`src/rtl/msg_router_pkg.sv`:
```
// Shared types and constants for the N-channel message router.
package msg_router_pkg;

    // Receive-side framing state
    typedef enum logic [1:0] {
        ST_HUNT_HI = 2'd0,
        ST_HUNT_LO = 2'd1,
        ST_HDR     = 2'd2,
        ST_DATA    = 2'd3
    } rx_state_e;

    // Header is SYNC(2) ID(2) COUNT(2) SEQ(2), big-endian
    localparam int HDR_LEN = 8;

    // Byte positions within the header (sync occupies 0 and 1)
    localparam logic [2:0] IDX_ID_HI  = 3'd2;
    localparam logic [2:0] IDX_ID_LO  = 3'd3;
    localparam logic [2:0] IDX_CNT_HI = 3'd4;
    localparam logic [2:0] IDX_CNT_LO = 3'd5;
    localparam logic [2:0] IDX_SEQ_HI = 3'd6;
    localparam logic [2:0] IDX_SEQ_LO = 3'(HDR_LEN - 1);

    // True when seq does not directly follow last (16-bit wrap-around)
    function automatic logic seq_is_gap(input logic [15:0] last, input logic [15:0] seq);
        logic [15:0] nxt;
        nxt = last + 16'd1;
        return (seq != nxt);
    endfunction

endpackage

```
`src/rtl/msg_header_parser.sv`:
```
// Sync hunt and header capture; reports the final header byte as hdr_done_o
// together with the complete ID/count/sequence fields in that same cycle.
module msg_header_parser
    import msg_router_pkg::*;
#(
    parameter logic [15:0] SYNC = 16'hABCD
) (
    input  logic        Clock,
    input  logic        Clear,
    input  logic [7:0]  msg_byte_i,
    input  logic        byte_ready_i,
    input  logic        data_last_i,
    output logic        hdr_done_o,
    output logic        in_data_o,
    output logic [15:0] id_o,
    output logic [15:0] count_o,
    output logic [15:0] seq_o
);
    localparam logic [7:0] SYNC_HI = SYNC[15:8];
    localparam logic [7:0] SYNC_LO = SYNC[7:0];

    rx_state_e   state_q, state_d;
    logic [2:0]  idx_q, idx_d;
    logic [15:0] id_q, id_d;
    logic [15:0] count_q, count_d;
    logic [7:0]  seq_hi_q, seq_hi_d;
    logic        last_hdr_byte_s;

    assign last_hdr_byte_s = byte_ready_i && (state_q == ST_HDR) && (idx_q == IDX_SEQ_LO);

    // State register
    always_ff @(posedge Clock or posedge Clear) begin
        if (Clear) begin
            state_q <= ST_HUNT_HI;
        end else begin
            state_q <= state_d;
        end
    end

    // Next-state: every transition is qualified by a received byte
    always_comb begin
        state_d = state_q;
        if (byte_ready_i) begin
            case (state_q)
                ST_HUNT_HI: begin
                    if (msg_byte_i == SYNC_HI) state_d = ST_HUNT_LO;
                    else                       state_d = ST_HUNT_HI;
                end
                ST_HUNT_LO: begin
                    // A repeated high sync byte may itself start the real sync
                    if (msg_byte_i == SYNC_LO)      state_d = ST_HDR;
                    else if (msg_byte_i == SYNC_HI) state_d = ST_HUNT_LO;
                    else                            state_d = ST_HUNT_HI;
                end
                ST_HDR: begin
                    if (idx_q == IDX_SEQ_LO) state_d = (count_q != 16'd0) ? ST_DATA : ST_HUNT_HI;
                    else                     state_d = ST_HDR;
                end
                ST_DATA: begin
                    if (data_last_i) state_d = ST_HUNT_HI;
                    else             state_d = ST_DATA;
                end
                default: state_d = ST_HUNT_HI;
            endcase
        end else begin
            state_d = state_q;
        end
    end

    // Header byte index and field capture next-state
    always_comb begin
        idx_d    = idx_q;
        id_d     = id_q;
        count_d  = count_q;
        seq_hi_d = seq_hi_q;
        if (byte_ready_i && (state_q == ST_HUNT_LO) && (msg_byte_i == SYNC_LO)) begin
            idx_d = IDX_ID_HI;
        end else if (byte_ready_i && (state_q == ST_HDR)) begin
            idx_d = idx_q + 3'd1;
            case (idx_q)
                IDX_ID_HI:  id_d[15:8]    = msg_byte_i;
                IDX_ID_LO:  id_d[7:0]     = msg_byte_i;
                IDX_CNT_HI: count_d[15:8] = msg_byte_i;
                IDX_CNT_LO: count_d[7:0]  = msg_byte_i;
                IDX_SEQ_HI: seq_hi_d      = msg_byte_i;
                default:    seq_hi_d      = seq_hi_q;
            endcase
        end else begin
            idx_d = idx_q;
        end
    end

    // Header field registers
    always_ff @(posedge Clock or posedge Clear) begin
        if (Clear) begin
            idx_q    <= 3'd0;
            id_q     <= 16'd0;
            count_q  <= 16'd0;
            seq_hi_q <= 8'd0;
        end else begin
            idx_q    <= idx_d;
            id_q     <= id_d;
            count_q  <= count_d;
            seq_hi_q <= seq_hi_d;
        end
    end

    // Outputs: the sequence low byte is the byte arriving with hdr_done_o
    always_comb begin
        hdr_done_o = last_hdr_byte_s;
        in_data_o  = (state_q == ST_DATA);
        id_o       = id_q;
        count_o    = count_q;
        seq_o      = {seq_hi_q, msg_byte_i};
    end

endmodule

```
`src/rtl/msg_router_n.sv`:
```
// N-channel message router: ID match, payload addressing, per-channel
// sequence tracking and registered one-hot strobes.
module msg_router_n
    import msg_router_pkg::*;
#(
    parameter int                    NUM_CH   = 4,
    parameter logic [16*NUM_CH-1:0]  IDS      = {16'd104, 16'd103, 16'd102, 16'd101},
    parameter logic [15:0]           SYNC     = 16'hABCD,
    parameter int                    MAX_DATA = 256,
    localparam int                   ADDR_W   = $clog2(MAX_DATA)
) (
    input  logic              Clock,
    input  logic              Clear,
    input  logic [7:0]        MessageByte,
    input  logic              MessageByteReady,
    output logic [15:0]       MessageID,
    output logic [15:0]       ByteCount,
    output logic [15:0]       SequenceNumber,
    output logic [7:0]        DataByte,
    output logic [ADDR_W-1:0] DataAddr,
    output logic [NUM_CH-1:0] WriteCh,
    output logic [NUM_CH-1:0] ClearCh,
    output logic [NUM_CH-1:0] CompleteCh,
    output logic              UnknownID,
    output logic              Overflow,
    output logic              SeqGap
);
    localparam logic [16:0] MAX_DATA_W = 17'(MAX_DATA);

    logic        hdr_done_s, in_data_s, data_fire_s, data_last_s;
    logic [15:0] hdr_id_s, hdr_count_s, hdr_seq_s;
    logic        match_s, count_ok_s, gap_s;
    logic [2:0]  match_idx_s;
    logic [NUM_CH-1:0] match_oh_s;

    logic [15:0]       msg_id_q, msg_id_d, byte_cnt_q, byte_cnt_d, seq_num_q, seq_num_d;
    logic [15:0]       pay_cnt_q, pay_cnt_d;
    logic [7:0]        data_byte_q, data_byte_d;
    logic [ADDR_W-1:0] data_addr_q, data_addr_d;
    logic [NUM_CH-1:0] write_ch_q, write_ch_d, clear_ch_q, clear_ch_d;
    logic [NUM_CH-1:0] complete_ch_q, complete_ch_d, cmpl_pend_q, cmpl_pend_d;
    logic [NUM_CH-1:0] act_oh_q, act_oh_d;
    logic              wr_en_q, wr_en_d;
    logic              unknown_q, unknown_d, overflow_q, overflow_d, seq_gap_q, seq_gap_d;
    logic [7:0]        seq_valid_q, seq_valid_d;
    logic [127:0]      last_seq_q, last_seq_d;

    msg_header_parser #(.SYNC(SYNC)) u_parser (
        .Clock        (Clock),
        .Clear        (Clear),
        .msg_byte_i   (MessageByte),
        .byte_ready_i (MessageByteReady),
        .data_last_i  (data_last_s),
        .hdr_done_o   (hdr_done_s),
        .in_data_o    (in_data_s),
        .id_o         (hdr_id_s),
        .count_o      (hdr_count_s),
        .seq_o        (hdr_seq_s)
    );

    assign data_fire_s = in_data_s && MessageByteReady;
    assign data_last_s = (pay_cnt_q == (byte_cnt_q - 16'd1));

    // ID lookup; scanning downward lets the lowest matching index win
    always_comb begin
        match_s     = 1'b0;
        match_idx_s = 3'd0;
        for (int i = NUM_CH - 1; i >= 0; i--) begin
            if (hdr_id_s == IDS[16*i +: 16]) begin
                match_s     = 1'b1;
                match_idx_s = 3'(i);
            end else begin
                match_s     = match_s;
            end
        end
        match_oh_s = NUM_CH'(1'b1) << match_idx_s;
        count_ok_s = ({1'b0, hdr_count_s} <= MAX_DATA_W);
        gap_s      = seq_valid_q[match_idx_s] &&
                     seq_is_gap(last_seq_q[16*match_idx_s +: 16], hdr_seq_s);
    end

    // Next-state for header outputs, payload addressing, sequence table and strobes
    always_comb begin
        msg_id_d      = msg_id_q;
        byte_cnt_d    = byte_cnt_q;
        seq_num_d     = seq_num_q;
        pay_cnt_d     = pay_cnt_q;
        data_byte_d   = data_byte_q;
        data_addr_d   = data_addr_q;
        act_oh_d      = act_oh_q;
        wr_en_d       = wr_en_q;
        seq_valid_d   = seq_valid_q;
        last_seq_d    = last_seq_q;
        write_ch_d    = {NUM_CH{1'b0}};
        clear_ch_d    = {NUM_CH{1'b0}};
        unknown_d     = 1'b0;
        overflow_d    = 1'b0;
        seq_gap_d     = 1'b0;
        // Completion is always reported one cycle after its cause
        complete_ch_d = cmpl_pend_q;
        cmpl_pend_d   = {NUM_CH{1'b0}};
        if (hdr_done_s) begin
            msg_id_d   = hdr_id_s;
            byte_cnt_d = hdr_count_s;
            seq_num_d  = hdr_seq_s;
            pay_cnt_d  = 16'd0;
            if (match_s) begin
                seq_valid_d[match_idx_s]          = 1'b1;
                last_seq_d[16*match_idx_s +: 16]  = hdr_seq_s;
                if (count_ok_s) begin
                    clear_ch_d = match_oh_s;
                    seq_gap_d  = gap_s;
                    act_oh_d   = match_oh_s;
                    wr_en_d    = 1'b1;
                    if (hdr_count_s == 16'd0) cmpl_pend_d = match_oh_s;
                    else                      cmpl_pend_d = {NUM_CH{1'b0}};
                end else begin
                    // Oversized payload is drained without touching the RAM
                    overflow_d = 1'b1;
                    wr_en_d    = 1'b0;
                end
            end else begin
                unknown_d = 1'b1;
                wr_en_d   = 1'b0;
            end
        end else if (data_fire_s) begin
            pay_cnt_d = pay_cnt_q + 16'd1;
            if (wr_en_q) begin
                write_ch_d  = act_oh_q;
                data_byte_d = MessageByte;
                data_addr_d = pay_cnt_q[ADDR_W-1:0];
                if (data_last_s) cmpl_pend_d = act_oh_q;
                else             cmpl_pend_d = {NUM_CH{1'b0}};
            end else begin
                write_ch_d = {NUM_CH{1'b0}};
            end
        end else begin
            pay_cnt_d = pay_cnt_q;
        end
    end

    // Output and bookkeeping registers
    always_ff @(posedge Clock or posedge Clear) begin
        if (Clear) begin
            msg_id_q      <= 16'd0;
            byte_cnt_q    <= 16'd0;
            seq_num_q     <= 16'd0;
            pay_cnt_q     <= 16'd0;
            data_byte_q   <= 8'd0;
            data_addr_q   <= {ADDR_W{1'b0}};
            act_oh_q      <= {NUM_CH{1'b0}};
            wr_en_q       <= 1'b0;
            seq_valid_q   <= 8'd0;
            last_seq_q    <= 128'd0;
            write_ch_q    <= {NUM_CH{1'b0}};
            clear_ch_q    <= {NUM_CH{1'b0}};
            complete_ch_q <= {NUM_CH{1'b0}};
            cmpl_pend_q   <= {NUM_CH{1'b0}};
            unknown_q     <= 1'b0;
            overflow_q    <= 1'b0;
            seq_gap_q     <= 1'b0;
        end else begin
            msg_id_q      <= msg_id_d;
            byte_cnt_q    <= byte_cnt_d;
            seq_num_q     <= seq_num_d;
            pay_cnt_q     <= pay_cnt_d;
            data_byte_q   <= data_byte_d;
            data_addr_q   <= data_addr_d;
            act_oh_q      <= act_oh_d;
            wr_en_q       <= wr_en_d;
            seq_valid_q   <= seq_valid_d;
            last_seq_q    <= last_seq_d;
            write_ch_q    <= write_ch_d;
            clear_ch_q    <= clear_ch_d;
            complete_ch_q <= complete_ch_d;
            cmpl_pend_q   <= cmpl_pend_d;
            unknown_q     <= unknown_d;
            overflow_q    <= overflow_d;
            seq_gap_q     <= seq_gap_d;
        end
    end

    assign MessageID      = msg_id_q;
    assign ByteCount      = byte_cnt_q;
    assign SequenceNumber = seq_num_q;
    assign DataByte       = data_byte_q;
    assign DataAddr       = data_addr_q;
    assign WriteCh        = write_ch_q;
    assign ClearCh        = clear_ch_q;
    assign CompleteCh     = complete_ch_q;
    assign UnknownID      = unknown_q;
    assign Overflow       = overflow_q;
    assign SeqGap         = seq_gap_q;

endmodule

```
`config.mk`:
```
export PLATFORM = sky130hd
export DESIGN_NAME = msg_router_n
export DESIGN_NICKNAME = d
export VERILOG_FILES = /design/src/rtl/msg_router_pkg.sv /design/src/rtl/msg_header_parser.sv /design/src/rtl/msg_router_n.sv
export SDC_FILE = /design/constraint.sdc
export NUM_CORES = 1
export LEC_CHECK = 0
export BUFFER_PORTS_ARGS = -buffer_cell sky130_fd_sc_hd__buf_2
export CAP_MARGIN = 20
export CORE_MARGIN = 4
export CORE_UTILIZATION = 45
export DETAILED_ROUTE_END_ITERATION = 6
export PLACE_DENSITY = 0.69
export SLEW_MARGIN = 20
export SYNTH_ARGS = -nofsm -noshare
export SYNTH_HDL_FRONTEND = slang
export SYNTH_SLANG_ARGS = --single-unit
export TNS_END_PERCENT = 50
```
`constraint.sdc`:
```
create_clock -name Clock -period 15.85 [get_ports Clock]
set_input_delay 0.7925 -clock Clock [delete_from_list [all_inputs] [get_ports Clock]]
set_output_delay 0.7925 -clock Clock [all_outputs]
set_load 0.01 [all_outputs]
```
==> impl_metrics.yaml <==
run_status:
  status: "complete, no violations"
timing:
  period_share_pct: 28.6
  skew_ps: 13.8
  period_needed_ps: 4540
  worst_pin_slew_ps: 1110
  max-slew-margin-rel_pct: 26.0
  setup_viol: 0
  setup_ws_ps: 11310
  tns_ps: 0
  max_freq_ghz: 0.220
  rsz0062_at_grt: "no"
  finalMaxSlewViolations: 0
  hold_viol: 0
routing:
  wl_per_cell_um: 18.2
  viasPerCell: 5.61
  drt_iter0_drc: 490
  vias: 7676
  wirelength_mm: 25.0
  dr.pass1.iters: 5
  ant_nets: 0
  drc: 0
die:
  die-area_um2: 25300
  io-pin-count: 90
  core_um2: 22200
  die_h_um: 159
  fp.dieW_um: 159
  num_rows: 54
  initial_core_util_pct: 46.3
placement:
  gp_congestion: 0.868
  pre_cts_slack_ps: 11350
  post_dp_cell_area_um2: 10900
  port_buffers: 89
  dp_hpwl_mm: 16.2
  post-place-cells: 1326
clock_tree:
  root_buffer: "clkbuf_16"
  cts_resized: 0
  post-cts-setup-buffers: 0
  cts.sinks: 217
  cts_max_level: 1
  cts_buffers: 24
  cts_hold_buf: 0
  clockBufferDepth: 3
  cts_tree: "done"
  clkSlewWorstSetupHoldPaths_ps: 70
  clock_latency_ps: 520
cells_and_area:
  drive_gt1_share_pct: 20.3
  area_growth_pct: 14.2
  final_cells: 1369
  antenna_cells: 0
  fillers: 1986
  final_cell_mix: "nand2_1, dfrtp_1, buf_2, o21ai_0, mux2_2"
  fin_nets: 1100
  mostFrequentLayoutCell: "nand2_1"
  postLayoutCellArea_um2: 11700
critical_path:
  critPathBufInv: 2
  arrival_ps: 4940
  cp_cell_sequence: "or4b_1 > a2111oi_4 > buf_4 > inv_1 > a22oi_1 > a31oi_1 > ha_1 > and2_1 > o21ai_0 > a31oi_1 > a2111oi_2 > o2111ai_1 > o311a_1"
  path_max_fanout: 29
  setup.worst_path.end_class: "flop"
  crit_type: "flop to flop"
  critPathTopFamily: "compound AO/OA/AOI/OAI gates"
  startpoint_type: "flop"
  cpPeakStageDelay_ps: 720
  r2r_start: "u_parser.id_o[0]$_DFFE_PP0P_"
  cp_common_cell: "a31oi_1"
  cp_slowest_cell: "or4b_1"
  critPathLaunch: "u_parser.id_o[0]$_DFFE_PP0P_"
  crit_required_ps: 16250
yosys:
  synth-edff-count: 0
  synth_cells: 1007
  yosysTopAreaCell: "dfrtp_1"
  ys_seq_area_share_pct: 52.9
  ys_async_sr_fraction_pct: 100
  syn_avg_cell_area_um2: 10.2
  synth_seq_cells: 217
  yosysWarnings: 0
  synth_area_leaders: "dfrtp_1, nand2_1, mux2_2"
  yosys_most_used_dff: "dfrtp_1"
  synth_top_area_share_pct: 52.9
  synth_cell_types: 63
  synth_area_um2: 10300
  synth_nets: 1035
hold_path:
  hold_class: "flop to flop"
  min_from: "cmpl_pend_q[1]$_DFF_PP0_"
grt:
  grt_pass1_vias: 7403
  overflow: 0
  antenna_found_initial: 1
  globalRouteTotalUtil_pct: 19.3
  grt_pass1_wl_mm: 40.5
  grt_max_degree: 141
power_and_ir_drop:
  ir_drop_mv: 0.0963
  power_density_nw_per_um2: 105
  p_leak_nw: 5.79
job:
  cap_violations: 0
==> registers in the layout, summed over array words and instances, names as in the netlist, 2 cells and up <==
| signal | flops |
|---|---|
| DataByte | 8 |
| act_oh_q | 4 |
| DataAddr | 8 |
| cmpl_pend_q | 4 |
| pay_cnt_q | 16 |
| ByteCount | 16 |
| u_parser.state_q | 2 |
| last_seq_q | 64 |
| u_parser.seq_hi_q | 8 |
| WriteCh | 4 |
| seq_valid_q | 4 |
| ClearCh | 4 |
| MessageID | 16 |
| SequenceNumber | 16 |
| u_parser.id_o | 16 |
| u_parser.idx_q | 3 |
| CompleteCh | 4 |
| u_parser.count_o | 16 |
==> final timing paths <==
kind / endpoint / slack [ps] / depth (start not counted)
setup reg to reg: SeqGap$_DFF_PP0_ / 11310 / 13
max in group asynchronous: WriteCh[0]$_DFF_PP0_ / 13810 / 3
setup / recovery: SeqGap$_DFF_PP0_ / 11310 / 13
hold / removal: CompleteCh[1]$_DFF_PP0_ / 350 / 0
hold reg to reg: CompleteCh[1]$_DFF_PP0_ / 350 / 0
min in group asynchronous: MessageID[3]$_DFFE_PP0P_ / 450 / 2
==> report_power, final <==
part / switching (W) / leakage, nW / total [W] / internal (W)
Clock: 0.000225 / 0.413 / 0.000571 / 0.000346
Combinational: 0.0000486 / 2.37 / 0.0000758 / 0.0000272
Sequential: 0.0000159 / 3.00 / 0.000585 / 0.000569
==> worst reg2reg max path, stage by stage, from the launching register on <==
cell and delay, ps:
dfrtp_1 430, or4b_1 720, a2111oi_4 360, buf_4 470
inv_1 420, a22oi_1 280, a31oi_1 150, ha_1 360
and2_1 150, o21ai_0 150, a31oi_1 110, a2111oi_2 270
o2111ai_1 190, o311a_1 370
==> synthesized netlist by cell type (3+ instances only) <==
master / count
nand2_1: 277
dfrtp_1: 217
o21ai_0: 63
mux2_2: 59
clkbuf_1: 52
nor2_1: 39
xnor2_1: 31
mux2i_1: 25
a22o_1: 22
xor2_1: 21
ha_1: 17
nand3_1: 17
nor3_1: 16
and3_1: 14
a31oi_1: 13
inv_1: 12
and2_1: 7
a22oi_1: 6
nand4_1: 6
nor4_1: 6
a21o_1: 5
a21oi_1: 5
mux2i_2: 5
a211oi_1: 4
nor2b_1: 4
or4_1: 4
buf_6: 3
nand4bb_1: 3
o31ai_1: 3
or3_1: 3
==> stage by stage <==
stage / total power (W) / hold slack [ps] / utilization (%)
floorplan: 0.000651 / 331 / -
global placement: 0.000667 / 336 / 49.2
detailed placement: 0.000672 / 337 / 49.2
CTS: 0.00124 / 354 / 52.9
global route: 0.00128 / 355 / 52.9
finish: 0.00123 / 353 / 52.9
==> kinds of logic (layout without fill, tap and decap cells) <==
family / Yosys count / after routing / share of synthesized area [%]
DFF: 217 / 217 / 52.9
AOI/OAI and AO/OA: 140 / 140 / 9.21
xor gates and xnor gates: 52 / 52 / 4.44
adders and majority gates: 17 / 17 / 2.07
buffers and inverters: 71 / 153 / 2.84
and+or+nand+nor: 417 / 417 / 18.2
muxes: 93 / 93 / 10.3
==> cell type report <==
| cell class | instances | area [um^2] | area share (%) |
|---|---|---|---|
| Clock buffer | 35 | 753 | 6.42 |
| Clock inverter | 8 | 78.8 | 0.672 |
| Inverter | 12 | 52.6 | 0.448 |
| Tap cell | 280 | 350 | 2.99 |
| Sequential cell | 217 | 5430 | 46.3 |
| Timing Repair Buffer | 98 | 513 | 4.38 |
| Multi-Input combinational cell | 719 | 4550 | 38.8 |
==> layer usage <==
layer  vias to the layer above  share of wire [%]  GRT usage [%]
met1                      3818                 47           28.4
li1                       3569                  -              -
met2                       247                 45           30.0
met3                        40                6.4           3.42
met5                         -              0.052              0
met4                         2                1.9           4.22
Power figures use the tool's default switching activity.
